## config.mk

```make
export PLATFORM = sky130hd
export DESIGN_NAME = operand_fetch_flat
export DESIGN_NICKNAME = d
export VERILOG_FILES = /design/src/rtl/operand_fetch_pkg.sv /design/src/rtl/operand_fetch_if.sv /design/src/rtl/operand_fetch_reg_file.sv /design/src/rtl/operand_fetch.sv /design/src/flat_wrapper.sv
export SDC_FILE = /design/constraint.sdc
export NUM_CORES = 2
export LEC_CHECK = 0
export CORE_ASPECT_RATIO = 1.1
export CORE_MARGIN = 3
export CORE_UTILIZATION = 35
export DETAILED_ROUTE_END_ITERATION = 10
export GPL_ROUTABILITY_DRIVEN = 0
export PLACE_DENSITY = 0.47
export SLEW_MARGIN = 20
export SYNTH_ARGS = -nofsm -noshare
export SYNTH_HDL_FRONTEND = slang
export SYNTH_SLANG_ARGS = --single-unit
```

## constraint.sdc

```tcl
create_clock -name clk -period 46.7 [get_ports clk]
set_input_delay 9.34 -clock clk [delete_from_list [all_inputs] [get_ports clk]]
set_output_delay 9.34 -clock clk [all_outputs]
set_load 0.05 [all_outputs]
```

## src/rtl/operand_fetch_pkg.sv

```systemverilog
// operand_pkg: shared constants for the operand fetch stage.
//   XLEN, NREG, AW : default datapath width, register count, index width
//   ALU_*          : ALU operation codes carried through to execute
package operand_pkg;

  localparam int XLEN = 32;
  localparam int NREG = 32;
  localparam int AW   = 5;

  localparam logic [2:0] ALU_ADD = 3'b000;
  localparam logic [2:0] ALU_SUB = 3'b001;
  localparam logic [2:0] ALU_AND = 3'b010;
  localparam logic [2:0] ALU_OR  = 3'b011;
  localparam logic [2:0] ALU_SLT = 3'b100;

endpackage

```

## src/rtl/operand_fetch_if.sv

```systemverilog
// operand_fetch_if: decode-side, write-back and execute-side signals of the
// operand fetch stage.
//   master : driven by decode / write-back, observes the pipeline register
//   slave  : the operand_fetch block itself
// Decode inputs  : InValid, Stall, Flush, Rs1, Rs2, Rd, ALUOpIn, ALUSrc, Imm
// Write-back     : RegWrite, WbRd, WbData
// Execute outputs: A, B, StoreData, ALUOp, RdOut, OutValid
interface operand_fetch_if #(
  parameter int XLEN = operand_pkg::XLEN,
  parameter int AW   = operand_pkg::AW
);

  logic            InValid;
  logic            Stall;
  logic            Flush;
  logic [AW-1:0]   Rs1;
  logic [AW-1:0]   Rs2;
  logic [AW-1:0]   Rd;
  logic [2:0]      ALUOpIn;
  logic            ALUSrc;
  logic [XLEN-1:0] Imm;

  logic            RegWrite;
  logic [AW-1:0]   WbRd;
  logic [XLEN-1:0] WbData;

  logic [XLEN-1:0] A;
  logic [XLEN-1:0] B;
  logic [XLEN-1:0] StoreData;
  logic [2:0]      ALUOp;
  logic [AW-1:0]   RdOut;
  logic            OutValid;

  modport master (
    output InValid, Stall, Flush, Rs1, Rs2, Rd, ALUOpIn, ALUSrc, Imm,
    output RegWrite, WbRd, WbData,
    input  A, B, StoreData, ALUOp, RdOut, OutValid
  );

  modport slave (
    input  InValid, Stall, Flush, Rs1, Rs2, Rd, ALUOpIn, ALUSrc, Imm,
    input  RegWrite, WbRd, WbData,
    output A, B, StoreData, ALUOp, RdOut, OutValid
  );

endinterface

```

## src/rtl/operand_fetch_reg_file.sv

```systemverilog
// reg_file: NREG x XLEN integer register file, 2 combinational read ports,
// 1 synchronous write port. x0 is hard-wired to zero.
// Optional feature macro: REGFILE_BYPASS_EN
//   defined   : a same-cycle write to a read index is forwarded to the read
//   undefined : reads return the pre-write contents
// Ports:
//   clk, rst   : clock, asynchronous active-high reset (clears all registers)
//   ra1, ra2   : read indices;  rd1, rd2 : read data
//   we, wa, wd : write enable, write index, write data
module reg_file #(
  parameter int XLEN = operand_pkg::XLEN,
  parameter int NREG = operand_pkg::NREG,
  parameter int AW   = operand_pkg::AW
) (
  input  logic            clk,
  input  logic            rst,
  input  logic [AW-1:0]   ra1,
  input  logic [AW-1:0]   ra2,
  output logic [XLEN-1:0] rd1,
  output logic [XLEN-1:0] rd2,
  input  logic            we,
  input  logic [AW-1:0]   wa,
  input  logic [XLEN-1:0] wd
);

  logic [XLEN-1:0] regs [NREG];
  logic            wr_en;

  // x0 writes are dropped here so regs[0] stays zero forever.
  assign wr_en = we && (wa != '0);

  always_ff @(posedge clk or posedge rst) begin
    if (rst) begin
      for (int i = 0; i < NREG; i++) begin
        regs[i] <= '0;
      end
    end else if (wr_en) begin
      regs[wa] <= wd;
    end
  end

`ifdef REGFILE_BYPASS_EN
  always_comb begin
    rd1 = '0;
    rd2 = '0;
    if (ra1 != '0) begin
      rd1 = (wr_en && (wa == ra1)) ? wd : regs[ra1];
    end
    if (ra2 != '0) begin
      rd2 = (wr_en && (wa == ra2)) ? wd : regs[ra2];
    end
  end
`else
  always_comb begin
    rd1 = '0;
    rd2 = '0;
    if (ra1 != '0) begin
      rd1 = regs[ra1];
    end
    if (ra2 != '0) begin
      rd2 = regs[ra2];
    end
  end
`endif

endmodule

```

## src/rtl/operand_fetch.sv

```systemverilog
// operand_fetch: decode-to-execute stage feeding the ALU. Reads rs1/rs2 from
// the register file, selects B (register or immediate) and registers the
// operands, op code and destination tag into a one-deep pipeline register.
// Optional feature macro: REGFILE_BYPASS_EN (same-cycle write-to-read
// forwarding inside reg_file).
// Ports:
//   clk : rising-edge clock
//   rst : asynchronous active-high reset
//   bus : operand_fetch_if.slave (decode inputs, write-back port, ALU-side
//         registered outputs)
module operand_fetch #(
  parameter int XLEN = operand_pkg::XLEN,
  parameter int NREG = operand_pkg::NREG,
  parameter int AW   = operand_pkg::AW
) (
  input  logic           clk,
  input  logic           rst,
  operand_fetch_if.slave bus
);

  import operand_pkg::*;

  logic [XLEN-1:0] rs1_data;
  logic [XLEN-1:0] rs2_data;
  logic [XLEN-1:0] b_sel;

  reg_file #(
    .XLEN (XLEN),
    .NREG (NREG),
    .AW   (AW)
  ) u_reg_file (
    .clk (clk),
    .rst (rst),
    .ra1 (bus.Rs1),
    .ra2 (bus.Rs2),
    .rd1 (rs1_data),
    .rd2 (rs2_data),
    .we  (bus.RegWrite),
    .wa  (bus.WbRd),
    .wd  (bus.WbData)
  );

  assign b_sel = bus.ALUSrc ? bus.Imm : rs2_data;

  // Priority Flush > Stall > load. Bubbles zero the data so that the
  // ALU sees a harmless ADD of 0+0.
  always_ff @(posedge clk or posedge rst) begin
    if (rst) begin
      bus.OutValid  <= 1'b0;
      bus.A         <= '0;
      bus.B         <= '0;
      bus.StoreData <= '0;
      bus.ALUOp     <= ALU_ADD;
      bus.RdOut     <= '0;
    end else if (bus.Flush) begin
      bus.OutValid  <= 1'b0;
      bus.A         <= '0;
      bus.B         <= '0;
      bus.StoreData <= '0;
      bus.ALUOp     <= ALU_ADD;
      bus.RdOut     <= '0;
    end else if (!bus.Stall) begin
      bus.OutValid <= bus.InValid;
      if (bus.InValid) begin
        bus.A         <= rs1_data;
        bus.B         <= b_sel;
        bus.StoreData <= rs2_data;
        bus.ALUOp     <= bus.ALUOpIn;
        bus.RdOut     <= bus.Rd;
      end else begin
        bus.A         <= '0;
        bus.B         <= '0;
        bus.StoreData <= '0;
        bus.ALUOp     <= ALU_ADD;
        bus.RdOut     <= '0;
      end
    end
  end

endmodule

```

## src/flat_wrapper.sv

```systemverilog
// flat-port wrapper written by rule: the top's interface ports become plain ports
module operand_fetch_flat import operand_pkg::*;
#(
  parameter int XLEN = operand_pkg::XLEN,
  parameter int NREG = operand_pkg::NREG,
  parameter int AW   = operand_pkg::AW
)
  (clk, rst, bus_InValid, bus_Stall, bus_Flush, bus_Rs1, bus_Rs2, bus_Rd, bus_ALUOpIn, bus_ALUSrc, bus_Imm, bus_RegWrite, bus_WbRd, bus_WbData, bus_A, bus_B, bus_StoreData, bus_ALUOp, bus_RdOut, bus_OutValid);
  operand_fetch_if #(.XLEN(XLEN), .AW(AW)) bus_i ();
  input  logic clk;
  input  logic rst;
  input wire logic [$bits(bus_i.InValid)-1:0] bus_InValid;
  input wire logic [$bits(bus_i.Stall)-1:0] bus_Stall;
  input wire logic [$bits(bus_i.Flush)-1:0] bus_Flush;
  input wire logic [$bits(bus_i.Rs1)-1:0] bus_Rs1;
  input wire logic [$bits(bus_i.Rs2)-1:0] bus_Rs2;
  input wire logic [$bits(bus_i.Rd)-1:0] bus_Rd;
  input wire logic [$bits(bus_i.ALUOpIn)-1:0] bus_ALUOpIn;
  input wire logic [$bits(bus_i.ALUSrc)-1:0] bus_ALUSrc;
  input wire logic [$bits(bus_i.Imm)-1:0] bus_Imm;
  input wire logic [$bits(bus_i.RegWrite)-1:0] bus_RegWrite;
  input wire logic [$bits(bus_i.WbRd)-1:0] bus_WbRd;
  input wire logic [$bits(bus_i.WbData)-1:0] bus_WbData;
  output wire logic [$bits(bus_i.A)-1:0] bus_A;
  output wire logic [$bits(bus_i.B)-1:0] bus_B;
  output wire logic [$bits(bus_i.StoreData)-1:0] bus_StoreData;
  output wire logic [$bits(bus_i.ALUOp)-1:0] bus_ALUOp;
  output wire logic [$bits(bus_i.RdOut)-1:0] bus_RdOut;
  output wire logic [$bits(bus_i.OutValid)-1:0] bus_OutValid;
  assign bus_i.InValid = bus_InValid;
  assign bus_i.Stall = bus_Stall;
  assign bus_i.Flush = bus_Flush;
  assign bus_i.Rs1 = bus_Rs1;
  assign bus_i.Rs2 = bus_Rs2;
  assign bus_i.Rd = bus_Rd;
  assign bus_i.ALUOpIn = bus_ALUOpIn;
  assign bus_i.ALUSrc = bus_ALUSrc;
  assign bus_i.Imm = bus_Imm;
  assign bus_i.RegWrite = bus_RegWrite;
  assign bus_i.WbRd = bus_WbRd;
  assign bus_i.WbData = bus_WbData;
  assign bus_A = bus_i.A;
  assign bus_B = bus_i.B;
  assign bus_StoreData = bus_i.StoreData;
  assign bus_ALUOp = bus_i.ALUOp;
  assign bus_RdOut = bus_i.RdOut;
  assign bus_OutValid = bus_i.OutValid;
  operand_fetch #(.XLEN(XLEN), .NREG(NREG), .AW(AW)) u_core (.clk(clk), .rst(rst), .bus(bus_i));
endmodule
```

==> key figures <==
Run status
  • Outcome: complete, no violations

STA
  • Fin crit period: 13.20 ns
  • Relative slew slack: 25.65%
  • Clock skew: 0.01884 ns
  • Fin Setup TNS: 0 ns
  • Fin. Hold Viols: 0
  • Worst-Margin Slew: around 1.1 ns
  • Final clock period utilization by the worst path: 28.27%
  • Final slew viol count: 0
  • Peak Freq: 75.74 MHz
  • Setup violations, final: 0
  • RSZ-0062 raised after global routing: false

Global route
  • Initial antenna violation count: 16
  • Number of global-route vias before repair: a little under 40k
  • Total grt overflow: 0
  • GRT Total Usage: 24.17%
  • Global-route wire length before repair: 297700 um
  • Largest net degree at the start of global routing: around 160

Flow run
  • MaxCap Viol Count: 0

Worst setup path
  • Worst Path Max Fanout: 67
  • CP max-delay cell: buf_4
  • Crit-path cells: buf_8 > buf_4 > buf_4 > buf_4 > mux4_2 > a22o_1 > a2111oi_0 > a41o_1 > o21ai_1
  • Critical path's top delay family: buffers and inverters
  • CP bufs+invs: 4
  • CP max stage delay: 0.72 ns
  • Most used cell, CP: buf_4
  • Required @ worst endpoint: about 47 ns
  • Setup crit end kind: flop
  • CP Class: in2reg
  • Startpoint Class: primary input
  • CP arrival: 13.83 ns

Pwr
  • Worst VDD drop: roughly 0.000026 V
  • P per Cell Area: 43.62 nW/um2
  • Leakage Power: 0.02812 uW
  • Power Total: 2874 uW

Yosys
  • Syn Area/Cell: 14.65 um2
  • Ys flop type: dfrtp_1
  • Sequential area share after synthesis: roughly half
  • Post-synthesis async set-or-reset flop share: between 90% and 100%
  • Synth Register Bits: 1129
  • Yosys cell types: 51
  • Synth Warn #: 0
  • Post-Syn Instances: 3955
  • Top cell type's share of synthesized area: approximately half
  • Synth top area cells: dfrtp_1 49%, mux2_2 20%, mux4_2 15%
  • Synth cell count leaders: 1129 x dfrtp_1, 1008 x mux2_2, 381 x mux4_2
  • Number of synthesized flops with an enable pin: 0
  • Post-synth net total: 4049
  • Cell Area, Synth: 57940 um2
  • Count leader, synth: dfrtp_1
  • Top cell type by total area after synthesis: dfrtp_1

Floorplanning
  • Die H: 432.7 um
  • Starting density of the core: 35.48%
  • Die W: 394.0 um
  • Row count: between 150 and 200
  • Full die area: 170500 um2
  • Core footprint: 163300 um2
  • IO Count: 199

Clock tree
  • CTS Hold Bufs: 0
  • H-tree Lvls: 4
  • CTS sink cnt: 1129
  • Clock Latency Late Sink: about 0.76 ns
  • # Post-CTS Setup Buffers: 0
  • Cts repair resizes: 0
  • Clock tree buffer depth: 3
  • Clk root buf: clkbuf_16
  • Total CTS buffers: 136
  • Worst-path clk slew: 0.06 ns
  • CTS tree: done

Routing
  • Vias: 37.25k
  • Via density: between 5 and 6
  • DR WL/cell: 33.40 um
  • Residual DRC: 0
  • Routed wire length: 207800 um
  • First-pass detailed-route iteration total: 5
  • Iteration-0 DRC Markers: 2691
  • Post-route ant nets: 0

Cells and area
  • Multi-input gate area: 27870 um2
  • Share of layout cells above drive strength 1: approximately 44%
  • Nets: about 4k
  • Storage element area: 28250 um2
  • Post-route cell area: 65890 um2
  • Area added between synthesis and finish: 13.71%
  • Fill cells: between 15k and 20k

Place
  • Post-DP Area: 61530 um2
  • Port buffer count: between 150 and 200
  • Dpl hpwl: 114500 um

Min path
  • HP Class: reg2reg
==> area by class of cell <==
type                            instances  area share, %
Inverter                                1        0.01709
Multi-Input combinational cell       2372          42.30
Timing Repair Buffer                  286          3.916
Tap cell                             2198          4.174
Antenna cell                            1       0.003798
Sequential cell                      1129          42.88
Clock inverter                         27         0.4501
Clock buffer                          208          6.257
==> layout by cell type, fill, tap and decap left out, types with 81 or more instances in the layout <==
cell                n
mux2i_1           247
nand2_1            81
mux2_2           1008
dfrtp_1          1129
clkbuf_16         143
clkdlybuf4s50_1   165
a22oi_1            95
mux4_2            381
a22o_1             93
buf_4              86
==> path summary, 6_finish.rpt <==
check	slack [ns]	to	cells after the start	startpoint
min in group asynchronous	9.20	u_core.bus.A[22]$_DFFE_PP0P_	2	rst
max in group asynchronous	33.72	u_core.u_reg_file.regs[549]$_DFFE_PP0P_	7	rst
worst min-delay path	0.40	u_core.u_reg_file.regs[1015]$_DFFE_PP0P_	0	u_core.u_reg_file.regs[1015]$_DFFE_PP0P_
worst min register to register	0.40	u_core.u_reg_file.regs[1015]$_DFFE_PP0P_	0	u_core.u_reg_file.regs[1015]$_DFFE_PP0P_
worst max-delay path	33.50	u_core.bus.StoreData[11]$_DFFE_PP0P_	9	bus_Rs2[0]
worst max register to register	44.20	u_core.bus.StoreData[20]$_DFFE_PP0P_	5	u_core.u_reg_file.regs[660]$_DFFE_PP0P_
==> stage by stage <==
stage / hold slack, ns / setup slack [ns] / std cells / utilization, %
final: 0.3950 / 33.50 / 6222 / 40.35
after global routing: 0.4027 / 33.09 / 6222 / 40.35
after CTS: 0.3961 / 33.25 / 6220 / 40.39
after detailed placement: 0.3837 / 32.41 / 5985 / 37.68
after global placement: 0.3821 / 32.44 / 5984 / 37.69
after floorplan: 0.4388 / 5.566 / 3955 / -
==> per-layer routing <==
metal | track usage [%] | up-vias | part of all wire [%]
met2 | 38.52 | 1048 | 46
met1 | 34.66 | 20645 | 47
li1 | - | 15247 | -
met4 | 5.899 | 2 | 2.4
met5 | 0 | - | 0.0063
met3 | 3.712 | 303 | 4.5
==> power breakdown <==
part           switching (uW)  internal [uW]
Combinational             226            303
Sequential                126           1150
Clock                     430            637
Total                     783           2090
==> registers in the layout, indices dropped and copies added, names as in the netlist <==
name                    cells
u_core.bus.A               32
u_core.bus.ALUOp            3
u_core.bus.B               32
u_core.bus.OutValid         1
u_core.bus.RdOut            5
u_core.bus.StoreData       32
u_core.u_reg_file.regs   1024
==> kinds of logic (layout without fill, tap and decap cells) <==
group                  count (synthesis)  count (layout)  synth area share [%]
muxes                               1644            1644                 38.82
DFF                                 1129            1129                 48.76
AOI/OAI and AO/OA                    538             538                 7.178
buffers and inverters                454             522                 3.692
and+or+nand+nor                      190             190                 1.553
other                                  0               1                     0
(Power assumes the default switching activity.)
